[src/rtl/rca_pipe_addsub_if.sv]
// Operand/result handshake bundle for rca_pipe_addsub.
// The master side is the producer/consumer pair; the slave side is the adder.
interface rca_pipe_addsub_if #(
   parameter int WIDTH = 16
);
   logic             in_valid;
   logic             in_ready;
   logic [WIDTH-1:0] a;
   logic [WIDTH-1:0] b;
   logic             cin;
   logic             sub;
   logic             out_valid;
   logic             out_ready;
   logic [WIDTH-1:0] sum;
   logic             carry;
   logic             overflow;

   modport master (
      output in_valid, a, b, cin, sub, out_ready,
      input  in_ready, out_valid, sum, carry, overflow
   );

   modport slave (
      input  in_valid, a, b, cin, sub, out_ready,
      output in_ready, out_valid, sum, carry, overflow
   );
endinterface

[src/rtl/rca_pipe_addsub.sv]
// Pipelined ripple-carry add/subtract: one CHUNK-bit ripple slice per register stage,
// valid/ready flow control with a single global advance and fixed STAGES-cycle latency.
module rca_pipe_addsub #(
   parameter int WIDTH = 16,
   parameter int CHUNK = 4
) (
   input logic               clk,
   input logic               rst_n,
   rca_pipe_addsub_if.slave  io
);
   localparam int STAGES = WIDTH / CHUNK;
   localparam int LAST   = STAGES - 1;

   logic             advance;
   logic [WIDTH-1:0] beff;
   logic             cin_eff;
   logic             ov_q;

   assign beff    = io.b ^ {WIDTH{io.sub}};
   assign cin_eff = io.sub | io.cin;

   // Each stage keeps only the operand bits still to be added and the result bits
   // already produced, so register widths shrink/grow by CHUNK per stage.
   for (genvar k = 0; k < STAGES; k++) begin : g_stage
      localparam int LO = k * CHUNK;
      localparam int HI = LO + CHUNK;

      logic [WIDTH-1:LO] ai;
      logic [WIDTH-1:LO] bi;
      logic              ci;
      logic              vi;
      logic [CHUNK:0]    part;
      logic [HI-1:0]     r_nxt;
      logic              v_q;
      logic              c_q;
      logic [HI-1:0]     r_q;

      if (k == 0) begin : g_src
         assign vi    = io.in_valid;
         assign ai    = io.a;
         assign bi    = beff;
         assign ci    = cin_eff;
         assign r_nxt = part[CHUNK-1:0];
      end else begin : g_src
         assign vi    = g_stage[k-1].v_q;
         assign ai    = g_stage[k-1].g_fwd.ua_q;
         assign bi    = g_stage[k-1].g_fwd.ub_q;
         assign ci    = g_stage[k-1].c_q;
         assign r_nxt = {part[CHUNK-1:0], g_stage[k-1].r_q};
      end

      assign part = {1'b0, ai[HI-1:LO]} + {1'b0, bi[HI-1:LO]} + (CHUNK+1)'(ci);

      always_ff @(posedge clk or negedge rst_n) begin
         if (!rst_n) begin
            v_q <= 1'b0;
            c_q <= 1'b0;
            r_q <= '0;
         end else if (advance) begin
            v_q <= vi;
            c_q <= part[CHUNK];
            r_q <= r_nxt;
         end
      end

      if (k < LAST) begin : g_fwd
         logic [WIDTH-1:HI] ua_q;
         logic [WIDTH-1:HI] ub_q;

         always_ff @(posedge clk or negedge rst_n) begin
            if (!rst_n) begin
               ua_q <= '0;
               ub_q <= '0;
            end else if (advance) begin
               ua_q <= ai[WIDTH-1:HI];
               ub_q <= bi[WIDTH-1:HI];
            end
         end
      end
   end

   assign advance = !g_stage[LAST].v_q || io.out_ready;

   // Carry into the MSB is recovered as a ^ b ^ sum at that bit.
   always_ff @(posedge clk or negedge rst_n) begin
      if (!rst_n) begin
         ov_q <= 1'b0;
      end else if (advance) begin
         ov_q <= g_stage[LAST].part[CHUNK] ^ g_stage[LAST].part[CHUNK-1]
               ^ g_stage[LAST].ai[WIDTH-1] ^ g_stage[LAST].bi[WIDTH-1];
      end
   end

   assign io.in_ready  = advance;
   assign io.out_valid = g_stage[LAST].v_q;
   assign io.sum       = g_stage[LAST].r_q;
   assign io.carry     = g_stage[LAST].c_q;
   assign io.overflow  = ov_q;
endmodule

[src/flat_wrapper.sv]
// flat-port wrapper written by rule: the top's interface ports become plain ports
module rca_pipe_addsub_flat 
#(
   parameter int WIDTH = 16,
   parameter int CHUNK = 4
)
  (clk, rst_n, io_in_valid, io_a, io_b, io_cin, io_sub, io_out_ready, io_in_ready, io_out_valid, io_sum, io_carry, io_overflow);
  rca_pipe_addsub_if #(.WIDTH(WIDTH)) io_i ();
  input logic clk;
  input logic rst_n;
  input wire logic [$bits(io_i.in_valid)-1:0] io_in_valid;
  input wire logic [$bits(io_i.a)-1:0] io_a;
  input wire logic [$bits(io_i.b)-1:0] io_b;
  input wire logic [$bits(io_i.cin)-1:0] io_cin;
  input wire logic [$bits(io_i.sub)-1:0] io_sub;
  input wire logic [$bits(io_i.out_ready)-1:0] io_out_ready;
  output wire logic [$bits(io_i.in_ready)-1:0] io_in_ready;
  output wire logic [$bits(io_i.out_valid)-1:0] io_out_valid;
  output wire logic [$bits(io_i.sum)-1:0] io_sum;
  output wire logic [$bits(io_i.carry)-1:0] io_carry;
  output wire logic [$bits(io_i.overflow)-1:0] io_overflow;
  assign io_i.in_valid = io_in_valid;
  assign io_i.a = io_a;
  assign io_i.b = io_b;
  assign io_i.cin = io_cin;
  assign io_i.sub = io_sub;
  assign io_i.out_ready = io_out_ready;
  assign io_in_ready = io_i.in_ready;
  assign io_out_valid = io_i.out_valid;
  assign io_sum = io_i.sum;
  assign io_carry = io_i.carry;
  assign io_overflow = io_i.overflow;
  rca_pipe_addsub #(.WIDTH(WIDTH), .CHUNK(CHUNK)) u_core (.clk(clk), .rst_n(rst_n), .io(io_i));
endmodule
[config.mk]
export PLATFORM = sky130hd
export DESIGN_NAME = rca_pipe_addsub_flat
export DESIGN_NICKNAME = d
export VERILOG_FILES = /design/src/rtl/rca_pipe_addsub_if.sv /design/src/rtl/rca_pipe_addsub.sv /design/src/flat_wrapper.sv
export SDC_FILE = /design/constraint.sdc
export NUM_CORES = 1
export LEC_CHECK = 0
export CAP_MARGIN = 10
export CORE_MARGIN = 5
export CORE_UTILIZATION = 55
export CTS_BUF_LIST = sky130_fd_sc_hd__clkbuf_2
export DETAILED_ROUTE_END_ITERATION = 8
export DONT_BUFFER_PORTS = 1
export PLACE_DENSITY = 0.79
export SYNTH_ARGS = -nofsm -noshare
export SYNTH_HDL_FRONTEND = slang
export SYNTH_SLANG_ARGS = --single-unit
[constraint.sdc]
create_clock -name clk -period 3.1 [get_ports clk]
set_input_delay 0.155 -clock clk [delete_from_list [all_inputs] [get_ports clk]]
set_output_delay 0.155 -clock clk [all_outputs]
set_load 0.01 [all_outputs]
# After elaboration in Yosys (flattened, before gate mapping)
# Index checks and enable logic that the tools add are counted.
# W data, S select, Z words.
# classes
n_addsub	8
n_bitwise	5
reduce_logical	2
# ops
op	n
$add A4 B4 Y5	4
$add A5 B1 Y5	4
$xor A16 B16 Y16	1
$xor A1 B1 Y1	3
$logic_not A1 Y1	1
$logic_or A1 B1 Y1	1
$or A1 B1 Y1	1
# word_totals
register_bits	97
wordCells	34
in_bits	38
out_inout_bits	20

# Depth between registers and ports, before layout
# Gate-level depths: netlist of run 1.
# depth
depth_word	5
mapped_depth	8
mapped_depth_nobuf	6

# Worst setup path before layout of run 1
# Ideal clock, no wire load.
# synth_timing
kind	input port to flip-flop
startpoint	input port io_sub
endpoint	register u_core.g_stage[0].c_q
stages	8
required_ns	2.972
setup_slack_ns	0.989
setup_ns	0.128
arrival_ns	1.982
path_buffers	2
path_cell_list	buf_2 buf_4 or2_2 fa_1 fa_1 a21o_1 a21oi_1 a21oi_1
# synth_between
elab_chain_cells	3
elab_cells_between_ends	4
cone_classes	add/sub: 2; bitwise: 2
# synth_lines
item	line	rtl
start: declaration	flat_wrapper.sv:15	input wire logic [$bits(io_i.sub)-1:0] io_sub;
$xor A16 B16 Y16	rca_pipe_addsub.sv:19	assign beff = io.b ^ {WIDTH{io.sub}};
$add A4 B4 Y5	rca_pipe_addsub.sv:52	assign part = {1'b0, ai[HI-1:LO]} + {1'b0, bi[HI-1:LO]} + (CHUNK+1)'(ci);
$add A5 B1 Y5 *	rca_pipe_addsub.sv:52	
end signal: assignment	rca_pipe_addsub.sv:61	c_q <= part[CHUNK];
end: declaration	rca_pipe_addsub.sv:35	logic c_q;
# Every way passes the cells marked *; elsewhere a longest branch is shown, timed or not.
# A chain may end at the register's enable or synchronous reset.

# Final worst setup path of run 1
# layout_timing
startpoint	register u_core.g_stage[2].g_fwd.ub_q[12] (netlist bit)
endpoint	register u_core.ov_q (netlist: u_core.io.overflow)
# layout_between
elab_chain_cells	5
# layout_lines
item	line	rtl
start: declaration	rca_pipe_addsub.sv:68	logic [WIDTH-1:HI] ub_q;
start signal: assignment	rca_pipe_addsub.sv:76	ub_q <= bi[WIDTH-1:HI];
$add A4 B4 Y5	rca_pipe_addsub.sv:52	
$add A5 B1 Y5	rca_pipe_addsub.sv:52	
$xor A1 B1 Y1	rca_pipe_addsub.sv:89	ov_q <= g_stage[LAST].part[CHUNK] ^ g_stage[LAST].part[CHUNK-1]
$xor A1 B1 Y1 (2 in a row)	rca_pipe_addsub.sv:90	^ g_stage[LAST].ai[WIDTH-1] ^ g_stage[LAST].bi[WIDTH-1];
end signal: assignment	rca_pipe_addsub.sv:89	
end: declaration	rca_pipe_addsub.sv:17	logic ov_q;
# No other way between the ends.

==> summary.md, run 1 <==
| Metric | Value |
|---|---|
| Num CTS Buffers | 9 |
| Post-synth top cells | nand2_1, dfrtp_1, o21ai_0, buf_2, xnor2_1 |
| Sw frac | 38.5% |
| Slew HR | 38.5% |
| Setup TNS | 0 ns |
| Hpwl dp | 4.93 mm |
| Count of cell types in the netlist | 32 |
| Syn Area/Cell | 9.39 um2 |
| Worst min-delay path class | input port to flip-flop |
| GRT overflow | 0 |
| NetSw | 1690 uW |
| Buffers on Ports | 0 |
| Hold path start | io_b[3] |
| DRC viols | 0 |
| Pin count of the biggest net entering global routing | between 100 and 150 |
| Antenna violations before repair | 0 |
| Iter 0 DRT Violations | 206 |
| Share of power burned in combinational logic | around 36% |
| Worst Path Arrival | 2.54 ns |
| Post-synth top area cell | dfrtp_1 |
| Setup violations, final | 0 |
| P_int | 2700 uW |
| Critical path's largest stage delay | around 0.47 ns |
| Worst VDD drop | 0.000293 V |
| Cells on worst reg2reg path | 6 |
| Crit start category | flip-flop |
| Vias in the first global route | 2867 |
| Final Cycle Share | roughly two thirds |
| Fmax | 480 MHz |
| Crit path max fanout | 3 |
| Clk buf depth | 2 |
| Cell row count | 32 |
| Part of the power in registers | ~51% |
| Static leakage | 0.00245 uW |
| Pwr Total | approximately 4400 uW |
| Ys flop type | dfrtp_1 |
| Reg2Reg Setup Slack | 1.01 ns |
| Die Y | 98.3 um |
| Worst-Margin Slew | ~0.9 ns |
| Final hold vios | 0 |
| Mapped Nets | 515 |
| Outcome | finished, final reports clean |
| Critical path class | flip-flop to flip-flop |
| FF+latch count, synth | 97 |
| Clock insertion delay at the later pin of the skew report | 0.55 ns |
| Die area | 0.00967 mm2 |
| Final slew viol count | 0 |
| CTS clock-pin slew for the worst setup and hold paths | ~0.22 ns |
| Layout Nets | 550 |
| Pwr/cell area | 894 mW/mm2 |
| Remaining antenna violation count | 0 |
| CTS root buffer | clkbuf_2 |
| # clock sinks | 97 |
| Synth warnings | 0 |
| Clock Power Share | 13.2% |
| Sequential share of the synthesized area | between 50% and 60% |
| Hold path endpoint | u_core.g_stage[0].c_q |
| Worst Skew | between 0.03 and 0.04 ns |
| Routed WL | 7.87 mm |
| Most common cell in the netlist | nand2_1 |
| Vias/cell | 5.07 |
| First-pass GRT wire length | between 10 and 15 mm |
| RSZ-0062 raised after global routing | no |
| RR Endpoint | u_core.io.overflow |
| Number of top-level pins | 58 |
| Synth Cell Area | 0.00429 mm2 |
| Worst hold stages | 4 |
| Reg-to-Reg Start | u_core.g_stage[2].g_fwd.ub_q[12] |
| Final Wtd Congestion | a little under 0.8 |
| Post-CTS Setup Inserts | 0 |
| # diodes | 0 |
| Synth area leaders | dfrtp_1, nand2_1, fa_1 |
| TritonRoute pass-1 iters | 4 |
| EDFF count, synth | 0 |
| Die W | roughly 98 um |
| Crit-path slowest cell | fa_1 |
| Max-cap violations | 0 |
| Layout overhead on the synthesized area | 14.6% |
| Gr usage total | 17.0% |
| Core Area | between 0.007 and 0.008 mm2 |
| CP Capture Type | flip-flop |
| Layout cell share with drive strength beyond 1 | 5.23% |
| Area occupied by multi-input gates | approximately 0.0017 mm2 |
| Storage cell area | 0.00243 mm2 |
| Worst path required time | 3.56 ns |
| CTS tree | built |
| Critical path cell sequence | fa_1, fa_1, nand3_1, a21oi_1, o211a_1, o31ai_2 |
| Final Critical Period | 2.09 ns |
| Area share of the largest cell type after synthesis | 56.6% |
| Syn Inst Count | between 400 and 500 |
| Via count | 3037 |
| WL/cell | ~13 um |
| Fillers | 601 |
| Worst path most repeated cell | fa_1 |
| Starting Density | 56.1% |
| # H-tree levels | 3 |
| Async SR Flop Fraction | 100% |
[cell type report]
type,instances,area share (%)
sequential,97,49.4
multi-input combinational,326,34.9
timing repair buffer,47,10.0
tap,102,2.60
clock inverter,6,1.20
clock buffer,10,1.02
inverter,11,0.840
[worst max path at each step]
stage / from / end / slack [ns]
after floorplan: io_sub / u_core.g_stage[0].c_q / 0.99
after global placement: u_core.g_stage[2].g_fwd.ub_q[12] / u_core.io.overflow / 1.14
after detailed placement: u_core.g_stage[2].g_fwd.ub_q[12] / u_core.io.overflow / 1.06
after CTS: u_core.io.out_valid / io_in_ready / 1.01
after global routing: u_core.g_stage[2].g_fwd.ub_q[12] / u_core.io.overflow / 0.89
final: u_core.g_stage[2].g_fwd.ub_q[12] / u_core.io.overflow / 1.01
[what timing repair did]
| action | 4_1_cts | 5_1_grt |
|---|---|---|
| gates resized for setup | 0 | 0 |
| hold endpoints to repair | 127 | 0 |
| hold buffers | 44 | 0 |
[worst max-delay path, delay by kind of cell, from the launching register on]
| kind | cells | cell delay, ns |
|---|---|---|
| flip-flops | 1 | 0.46 |
| AND/OR/NAND/NOR | 1 | 0.14 |
| adder cells (fa/ha/maj) | 2 | 0.90 |
| AO/OA/AOI/OAI | 3 | 0.52 |
[flip-flops by register name (all words and copies together) (netlist names)]
name,cells
u_core.g_stage.v_q,3
u_core.io.carry,1
u_core.io.overflow,1
u_core.g_stage.r_q,24
u_core.g_stage.c_q,3
u_core.io.out_valid,1
u_core.g_stage.g_fwd.ub_q,24
u_core.g_stage.g_fwd.ua_q,24
u_core.io.sum,16
[metal layers]
metal | vias to the layer above | track usage, % | wire length, um
met5 | - | 0 | 0
met4 | 0 | 7.04 | 119
met1 | 1455 | 22.5 | 3500
met3 | 9 | 3.57 | 468
li1 | 1502 | - | -
met2 | 71 | 27.2 | 3780
[layout by cell type (no fill, tap or decap), types with 2 or more instances in the layout]
| master | instances |
|---|---|
| dfrtp_1 | 97 |
| clkinvlp_4 | 2 |
| inv_1 | 10 |
| a21o_1 | 3 |
| xor2_1 | 9 |
| dlygate4sd3_1 | 43 |
| clkbuf_2 | 10 |
| clkinv_2 | 2 |
| nand2_1 | 213 |
| fa_1 | 8 |
| nor2_1 | 10 |
| ha_1 | 12 |
| nor2b_1 | 3 |
| o21ai_0 | 26 |
| a21oi_1 | 11 |
| xnor2_1 | 13 |
| buf_4 | 2 |
[per-stage QoR]
step | util [%] | hold slack [ns] | instances | cell area (um2) | setup slack, ns
2_1_floorplan | - | -0.141 | 457 | 4290 | 0.989
3_3_place_gp | 56.9 | -0.139 | 539 | 4350 | 1.14
3_5_place_dp | 56.9 | -0.139 | 539 | 4350 | 1.06
6_report | 64.3 | 0.0375 | 599 | 4910 | 1.01
4_1_cts | 64.3 | 0.00473 | 599 | 4910 | 1.01
5_1_grt | 64.3 | 0.0393 | 599 | 4910 | 0.894
[cell families (layout without fill, tap and decap cells)]
logic type	after synthesis	after routing	share of synthesized area, %
simple gates	234	234	21.2
flops	97	97	56.6
compound gates	50	50	6.88
buf+inv	34	74	3.59
xor+xnor	22	22	4.49
fa+ha+maj	20	20	7.23
[power by group through the flow]
stage / Sequential [uW] / Combinational (uW) / Clock (uW)
after CTS: 2220 / 1590 / 596
final: 2220 / 1590 / 581
after floorplan: 2150 / 1250 / 0
after global routing: 2290 / 1870 / 650
after detailed placement: 2260 / 1500 / 0
after global placement: 2230 / 1430 / 0
(Power assumes the default switching activity.)
==> run 2: changes to the inputs <==
ABC_AREA = 1   (was default)
PLACE_DENSITY = 0.82   (was 0.79)
clock period = 1.8 ns   (was 3.1 ns; I/O delays follow)
==> summary.md, run 2 <==
| Metric | Value |
|---|---|
| Vias/cell | 5.28 (+4.0%) |
| Worst Skew | 0.0181 ns (-0.0184 ns) |
| DRC viols | 0 (unchanged) |
| Via count | 3276 (+7.9%) |
| Pwr/cell area | 1550 mW/mm2 (+73%) |
| Reg2Reg Setup Slack | -0.04 ns (-1.05 ns) |
| Synth warnings | 0 (unchanged) |
| Multiplexer share of the synthesized area | 0% (unchanged) |
| Count of cell types in the netlist | 25 (-22%) |
| Sequential share of the synthesized area | 56.7% (+0.15 points) |
| Worst path required time | 2.24 ns (-1.32 ns) |
| Core Area | 0.00765 mm2 (unchanged) |
| Failing checks | negative hold slack, negative setup slack |
| Finished Layout Cells | 621 (+3.7%) |
| Fillers | 573 (-4.7%) |
| Post-Synth XOR/XNOR Area | 4.09% (-0.40 points) |
| Sw frac | 39.1% (+0.60 points) |
| Worst Path Arrival | 2.28 ns (-0.26 ns) |
| Fmax | 544 MHz (+14%) |
| Post-synth top cells | nand2_1, dfrtp_1, o21ai_1, inv_1, o21ai_0 |
| Area occupied by multi-input gates | 0.00162 mm2 (-5.9%) |
| Layout cell share with drive strength beyond 1 | 8.29% (+3.1 points) |
| Layout Nets | 572 (+4.0%) |
| Clock Power Share | 12.5% (-0.7 points) |
| Commonest non-fill, non-tap cell in the layout | nand2_1 |
| Clk buf depth | 2 (unchanged) |
| Post-synthesis compound-gate area fraction | 10.0% (+3.1 points) |
| Top Registers | u_core.g_stage.g_fwd.ua_q (24), u_core.g_stage.g_fwd.ub_q (24), u_core.g_stage.r_q (24) |
| Final Wtd Congestion | 0.856 (+11%) |
| Pin count of the biggest net entering global routing | 98 (-4.9%) |
| Die area | 0.00964 mm2 (-0.23%) |
| Synth Cell Area | 0.00428 mm2 (-0.26%) |
| Worst min-delay path class | input port to asynchronous set/reset pin |
| Iter 0 DRT Violations | 223 (+8.3%) |
| Routed WL | 9.42 mm (+20%) |
| CTS tree | built |
| # diodes | 0 (unchanged) |
| Worst hold slack | -0.801 ns (-0.838 ns) |
| Ys flop type | dfrtp_1 |
| Largest family of logic cells by synthesized area | simple AND/OR/NAND/NOR gates |
| Remaining antenna violation count | 0 (unchanged) |
| P_int | 4890 uW (+81%) |
| RR Endpoint | u_core.io.overflow |
| NetSw | 3140 uW (+86%) |
| Final hold vios | 97 (+97) |
| Die W | 98.2 um (-0.12%) |
| # hold bufs at CTS | 57 (+30%) |
| Final Critical Period | 1.84 ns (-0.248 ns) |
| CTS root buffer | clkbuf_2 |
| Storage cell area | 0.00243 mm2 (unchanged) |
| Syn Area/Cell | 9.40 um2 (+0.18%) |
| Starting Density | 56.0% (-0.15 points) |
| Cells on worst reg2reg path | 8 (+2) |
| Number of top-level pins | 58 (unchanged) |
| Setup violations, final | 1 (+1) |
| # H-tree levels | 3 (unchanged) |
| # clock sinks | 97 (unchanged) |
| Crit start category | flip-flop |
| Final slew viol count | 0 (unchanged) |
| FF+latch count, synth | 97 (unchanged) |
| Pwr Total | 8030 uW (+83%) |
| Clock insertion delay at the later pin of the skew report | 0.53 ns (-0.02 ns) |
| Max-cap violations | 0 (unchanged) |
| Static leakage | 0.00250 uW (+1.9%) |
| WL/cell | 15.2 um (+15%) |
| Num CTS Buffers | 9 (unchanged) |
| First-pass GRT wire length | 15.4 mm (+14%) |
| Antenna violations before repair | 0 (unchanged) |
| Worst VDD drop | 0.000725 V (+150%) |
| Async SR Flop Fraction | 100% (unchanged) |
| EDFF count, synth | 0 (unchanged) |
| Share of power burned in combinational logic | 40.3% (+4.0 points) |
| Worst-Margin Slew | 0.285 ns (-0.638 ns) |
| Post-synth top area cell | dfrtp_1 |
| Cell row count | 32 (unchanged) |
| CTS clock-pin slew for the worst setup and hold paths | 0.25 ns (+0.03 ns) |
| Part of the power in registers | 47.2% (-3.3 points) |
| Hpwl dp | 5.12 mm (+3.9%) |
| Synth area leaders | dfrtp_1, nand2_1, o21ai_1 |
| Area share of the largest cell type after synthesis | 56.7% (+0.15 points) |
| CP Capture Type | flip-flop |
| Layout overhead on the synthesized area | 21.4% |
| TritonRoute pass-1 iters | 5 (+1) |
| Most frequent cells in the layout | nand2_1, dfrtp_1, o21ai_1, dlygate4sd3_1, inv_1 |
| Final Util | 67.9% (+3.6 points) |
| Crit path max fanout | 3 (unchanged) |
| GRT overflow | 0 (unchanged) |
| Reg-to-Reg Start | u_core.g_stage[2].c_q |
| Final Worst Setup Slack | -0.0372 ns (-1.05 ns) |
| Critical path class | flip-flop to flip-flop |
| Most common cell in the netlist | nand2_1 |
| Placed cell count | 540 (+0.19%) |
| Vias in the first global route | 3247 (+13%) |
| Final Cycle Share | 102% (+35 points) |
| Synth Area in Adders | 7.25% (+0.019 points) |
| Syn Inst Count | 455 (-0.44%) |
| Simple-gate area share of the yosys netlist | 15.6% (-5.7 points) |
| Gr usage total | 19.8% (+2.9 points) |
| Mapped Nets | 513 (-0.39%) |
| Outcome | finished, violations left |
| Buffers on Ports | 0 (unchanged) |
| RSZ-0062 raised after global routing | yes |
| Slew HR | 81.0% (+43 points) |
| Die Y | 98.2 um (-0.12%) |
run 2: cell count changes after synthesis, sizes merged, moves of 4 or more:
| cell | previous run | this run |
|---|---|---|
| nand2 | 213 | 143 |
| clkbuf | 4 | 8 |
| nand3 | 1 | 10 |
| xor2 | 9 | 4 |
| inv | 11 | 43 |
| buf | 19 | 14 |
| o21ai | 26 | 75 |
| nor2b | 4 | 0 |
run 2: power groups by stage:
stage | clock network (uW) | registers [uW] | logic, uW
floorplan | 0 | 3680 | 2170
global placement | 0 | 3800 | 2520
detailed placement | 0 | 3850 | 2690
CTS | 1020 | 3800 | 2940
global route | 1110 | 3910 | 3700
finish | 999 | 3790 | 3240
run 2: worst max-delay path by stage:
stage,from,to,depth (start not counted)
floorplan,u_core.g_stage[2].g_fwd.ub_q[12],u_core.io.overflow,8
global placement,u_core.g_stage[2].g_fwd.ub_q[12],u_core.io.overflow,8
detailed placement,u_core.g_stage[2].g_fwd.ub_q[12],u_core.io.overflow,8
CTS,u_core.g_stage[1].g_fwd.ub_q[8],u_core.g_stage[2].c_q,6
global route,u_core.g_stage[2].c_q,u_core.io.overflow,8
finish,u_core.g_stage[2].c_q,u_core.io.overflow,8
run 2: layer usage:
metal | track usage (%) | part of all wire, % | vias up | wire length [um]
li1 | - | - | 1559 | -
met1 | 24.6 | 40 | 1570 | 3800
met2 | 32.9 | 51 | 120 | 4790
met3 | 4.00 | 5.7 | 27 | 540
met4 | 10.4 | 3.1 | 0 | 293
met5 | 0 | 0 | - | 0
run 2: timing repair:
| action | in CTS | in global routing |
|---|---|---|
| setup buffers | 0 | 6 |
| pin swaps | 0 | 7 |
| resized for setup | 3 | 6 |
| cloned | 0 | 3 |
| endpoints found under the hold margin | 181 | 97 |
| setup endpoints to repair | 1 | 13 |
run 2: final cells by class:
type,instances,area share [%]
repair buffers,70,14.6
flip-flops and latches,97,46.7
clock buffers,9,0.867
clock inverters,7,1.18
well taps,102,2.46
inverters,43,3.11
multi-input cells,293,31.1
run 2: per-stage QoR:
step	hold WS, ns	worst slack, ns	setup TNS (ns)	area (um2)
after CTS	-0.824	0.0132	0	5070
after floorplan	-0.206	0.0358	0	4300
after global routing	-0.862	-0.112	-0.527	5190
final	-0.801	-0.0372	-0.0372	5190
after global placement	-0.202	-0.0168	-0.0168	4380
after detailed placement	-0.201	-0.100	-0.100	4380
run 2: logic make-up (layout without fill, tap and decap cells):
| logic type | count (synthesis) | after routing |
|---|---|---|
| xor+xnor | 20 | 20 |
| buf+inv | 65 | 129 |
| flops | 97 | 97 |
| fa+ha+maj | 20 | 20 |
| simple gates | 168 | 168 |
| compound gates | 85 | 85 |
run 2: critical path: stages, from the launching register on:
cell	delay [ns]
dfrtp_1	0.46
fa_2	0.42
fa_2	0.43
nand3_2	0.12
nand2_2	0.07
nand2_2	0.10
nand3_2	0.06
nand2_1	0.05
nand2_1	0.04
==> run 3: changes to the inputs <==
PLACE_DENSITY = 0.79   (was 0.82)
SETUP_SLACK_MARGIN = 0.4   (was default)
SLEW_MARGIN = 20   (was default)
clock period = 2.3 ns   (was 1.8 ns; I/O delays follow)
==> summary.md, run 3 (synthesis gave the netlist of run 2 again) <==
| Metric | Value |
|---|---|
| Via count | 3237 (-1.2%) |
| Pwr/cell area | 1220 mW/mm2 (-21%) |
| Starting Density | 56.0% (unchanged) |
| Cell row count | 32 (unchanged) |
| CP Capture Type | flip-flop |
| Vias in the first global route | 3197 (-1.5%) |
| Layout overhead on the synthesized area | 24.4% |
| Crit path max fanout | 2 (-1) |
| Routed WL | 9.62 mm (+2.2%) |
| Die area | 0.00964 mm2 (unchanged) |
| Setup TNS | 0 ns (+0.0372 ns) |
| Final Critical Period | 1.95 ns |
| Fillers | 580 (+1.2%) |
| Gr usage total | 18.9% (-0.98 points) |
| TritonRoute pass-1 iters | 5 (unchanged) |
| Crit start category | input port |
| Share of power burned in combinational logic | 39.7% (-0.6 points) |
| Worst min-delay path class | input port to asynchronous set/reset pin |
| Final hold vios | 97 (unchanged) |
| Buffers on Ports | 0 (unchanged) |
| DRC viols | 0 (unchanged) |
| GRT overflow | 0 (unchanged) |
| Cells on worst reg2reg path | 7 (-1) |
| CTS root buffer | clkbuf_2 |
| Slew HR | 82.2% (+1.2 points) |
| # H-tree levels | 3 (unchanged) |
| Static leakage | 0.00255 uW (+2.2%) |
| Top Registers | u_core.g_stage.g_fwd.ua_q (24), u_core.g_stage.g_fwd.ub_q (24), u_core.g_stage.r_q (24) |
| Core Area | 0.00765 mm2 (unchanged) |
| Max-cap violations | 0 (unchanged) |
| WL/cell | 15.3 um (+1.0%) |
| Die W | 98.2 um (unchanged) |
| Most frequent cells in the layout | nand2_1, dfrtp_1, dlygate4sd3_1, o21ai_1, inv_1 |
| Die Y | 98.2 um (unchanged) |
| Cell Area, Placed | 0.00435 mm2 (-0.74%) |
| Commonest non-fill, non-tap cell in the layout | nand2_1 |
| Clock insertion delay at the later pin of the skew report | 0.55 ns (+0.02 ns) |
| Worst VDD drop | 0.000531 V (-27%) |
| Final Wtd Congestion | 0.788 (-7.9%) |
| Hpwl dp | 4.89 mm (-4.5%) |
| Num CTS Buffers | 9 (unchanged) |
| Layout cell share with drive strength beyond 1 | 7.03% (-1.3 points) |
| Part of the power in registers | 45.7% (-1.5 points) |
| Sw frac | 38.3% (-0.82 points) |
| Worst hold slack | -0.801 ns (+0.000207 ns) |
| Iter 0 DRT Violations | 157 (-30%) |
| # hold bufs at CTS | 64 (+12%) |
| CTS clock-pin slew for the worst setup and hold paths | 0.27 ns (+0.02 ns) |
| Worst Skew | 0.0250 ns (+0.00686 ns) |
| Worst-Margin Slew | 0.267 ns (-0.0182 ns) |
| # clock sinks | 97 (unchanged) |
| Layout Nets | 579 (+1.2%) |
| NetSw | 2480 uW (-21%) |
| Final Cycle Share | 84.7% |
| Clk buf depth | 2 (unchanged) |
| Vias/cell | 5.15 (-2.3%) |
| Worst Path Arrival | 2.43 ns (+0.15 ns) |
| RSZ-0062 raised after global routing | yes |
| Antenna violations before repair | 0 (unchanged) |
| Clock Power Share | 14.5% (+2.0 points) |
| Fmax | 514 MHz |
| P_int | 4000 uW (-18%) |
| CTS tree | built |
| Critical path class | input port to flip-flop |
| Failing checks | negative hold slack |
| Final slew viol count | 0 (unchanged) |
| Outcome | finished, violations left |
| Pwr Total | 6490 uW (-19%) |
| Remaining antenna violation count | 0 (unchanged) |
| Pin count of the biggest net entering global routing | 98 (unchanged) |
| Setup violations, final | 0 (-1) |
| # diodes | 0 (unchanged) |
| First-pass GRT wire length | 14.8 mm (-4.0%) |
| Number of top-level pins | 58 (unchanged) |
| Worst path required time | 2.78 ns (+0.54 ns) |
| Design area | 0.00532 mm2 (+2.5%) |
==> run 3: timing repair <==
| action | CTS | global route |
|---|---|---|
| cloned | 0 | 5 |
| resized for setup | 1 | 8 |
| setup endpoints to repair | 1 | 15 |
| setup buffers | 0 | 6 |
| hold endpoints to repair | 178 | 97 |
| pin swaps | 0 | 1 |
==> run 3: path summary, 6_finish.rpt <==
kind / startpoint / end / slack (ns)
worst max-delay path: io_a[0] / u_core.g_stage[0].c_q / 0.35
worst min-delay path: rst_n / u_core.io.sum[3] / -0.80
worst max register to register: u_core.io.out_valid / u_core.g_stage[0].g_fwd.ub_q[5] / 0.47
worst min register to register: u_core.g_stage[0].g_fwd.ub_q[11] / u_core.g_stage[1].g_fwd.ub_q[11] / 0.49
max in group asynchronous: rst_n / u_core.g_stage[0].g_fwd.ub_q[7] / 2.93
min in group clk: io_b[2] / u_core.g_stage[0].r_q[2] / 0.10
==> run 3: worst max-delay path: stages <==
cell and delay, ns:
dlygate4sd3_1 0.58, fa_2 0.42, fa_1 0.39, nand2_1 0.08
inv_1 0.05, o21ai_0 0.14, dlygate4sd3_1 0.59, a21oi_1 0.08
==> run 3: routing by layer <==
| layer | wire length (um) | GRT usage [%] | vias up |
|---|---|---|---|
| li1 | - | - | 1569 |
| met1 | 4090 | 23.3 | 1553 |
| met2 | 4870 | 31.6 | 99 |
| met3 | 485 | 4.29 | 16 |
| met4 | 176 | 8.72 | 0 |
| met5 | 0 | 0 | - |
==> run 3: power by group through the flow <==
stage / clock (uW) / sequential (uW) / combinational (uW)
2_1_floorplan: 0 / 2880 / 1690
3_3_place_gp: 0 / 2970 / 1940
3_5_place_dp: 0 / 3000 / 2050
4_1_cts: 954 / 2960 / 2290
5_1_grt: 1040 / 3070 / 2930
6_report: 944 / 2970 / 2580
==> run 3: layout make-up <==
type	instances	area, um2	area share, %
Clock buffer	10	50.0	0.941
Clock inverter	6	92.6	1.74
Inverter	43	166	3.13
Multi-Input combinational cell	293	1590	29.9
Sequential cell	97	2430	45.6
Tap cell	102	128	2.40
Timing Repair Buffer	77	867	16.3
==> run 3: metrics by stage <==
stage / cells / util [%] / worst slack, ns
2_1_floorplan: 455 / - / 0.408
3_3_place_gp: 538 / 56.8 / 0.472
3_5_place_dp: 538 / 56.8 / 0.395
4_1_cts: 618 / 67.1 / 0.425
5_1_grt: 628 / 69.6 / 0.384
6_report: 628 / 69.6 / 0.353
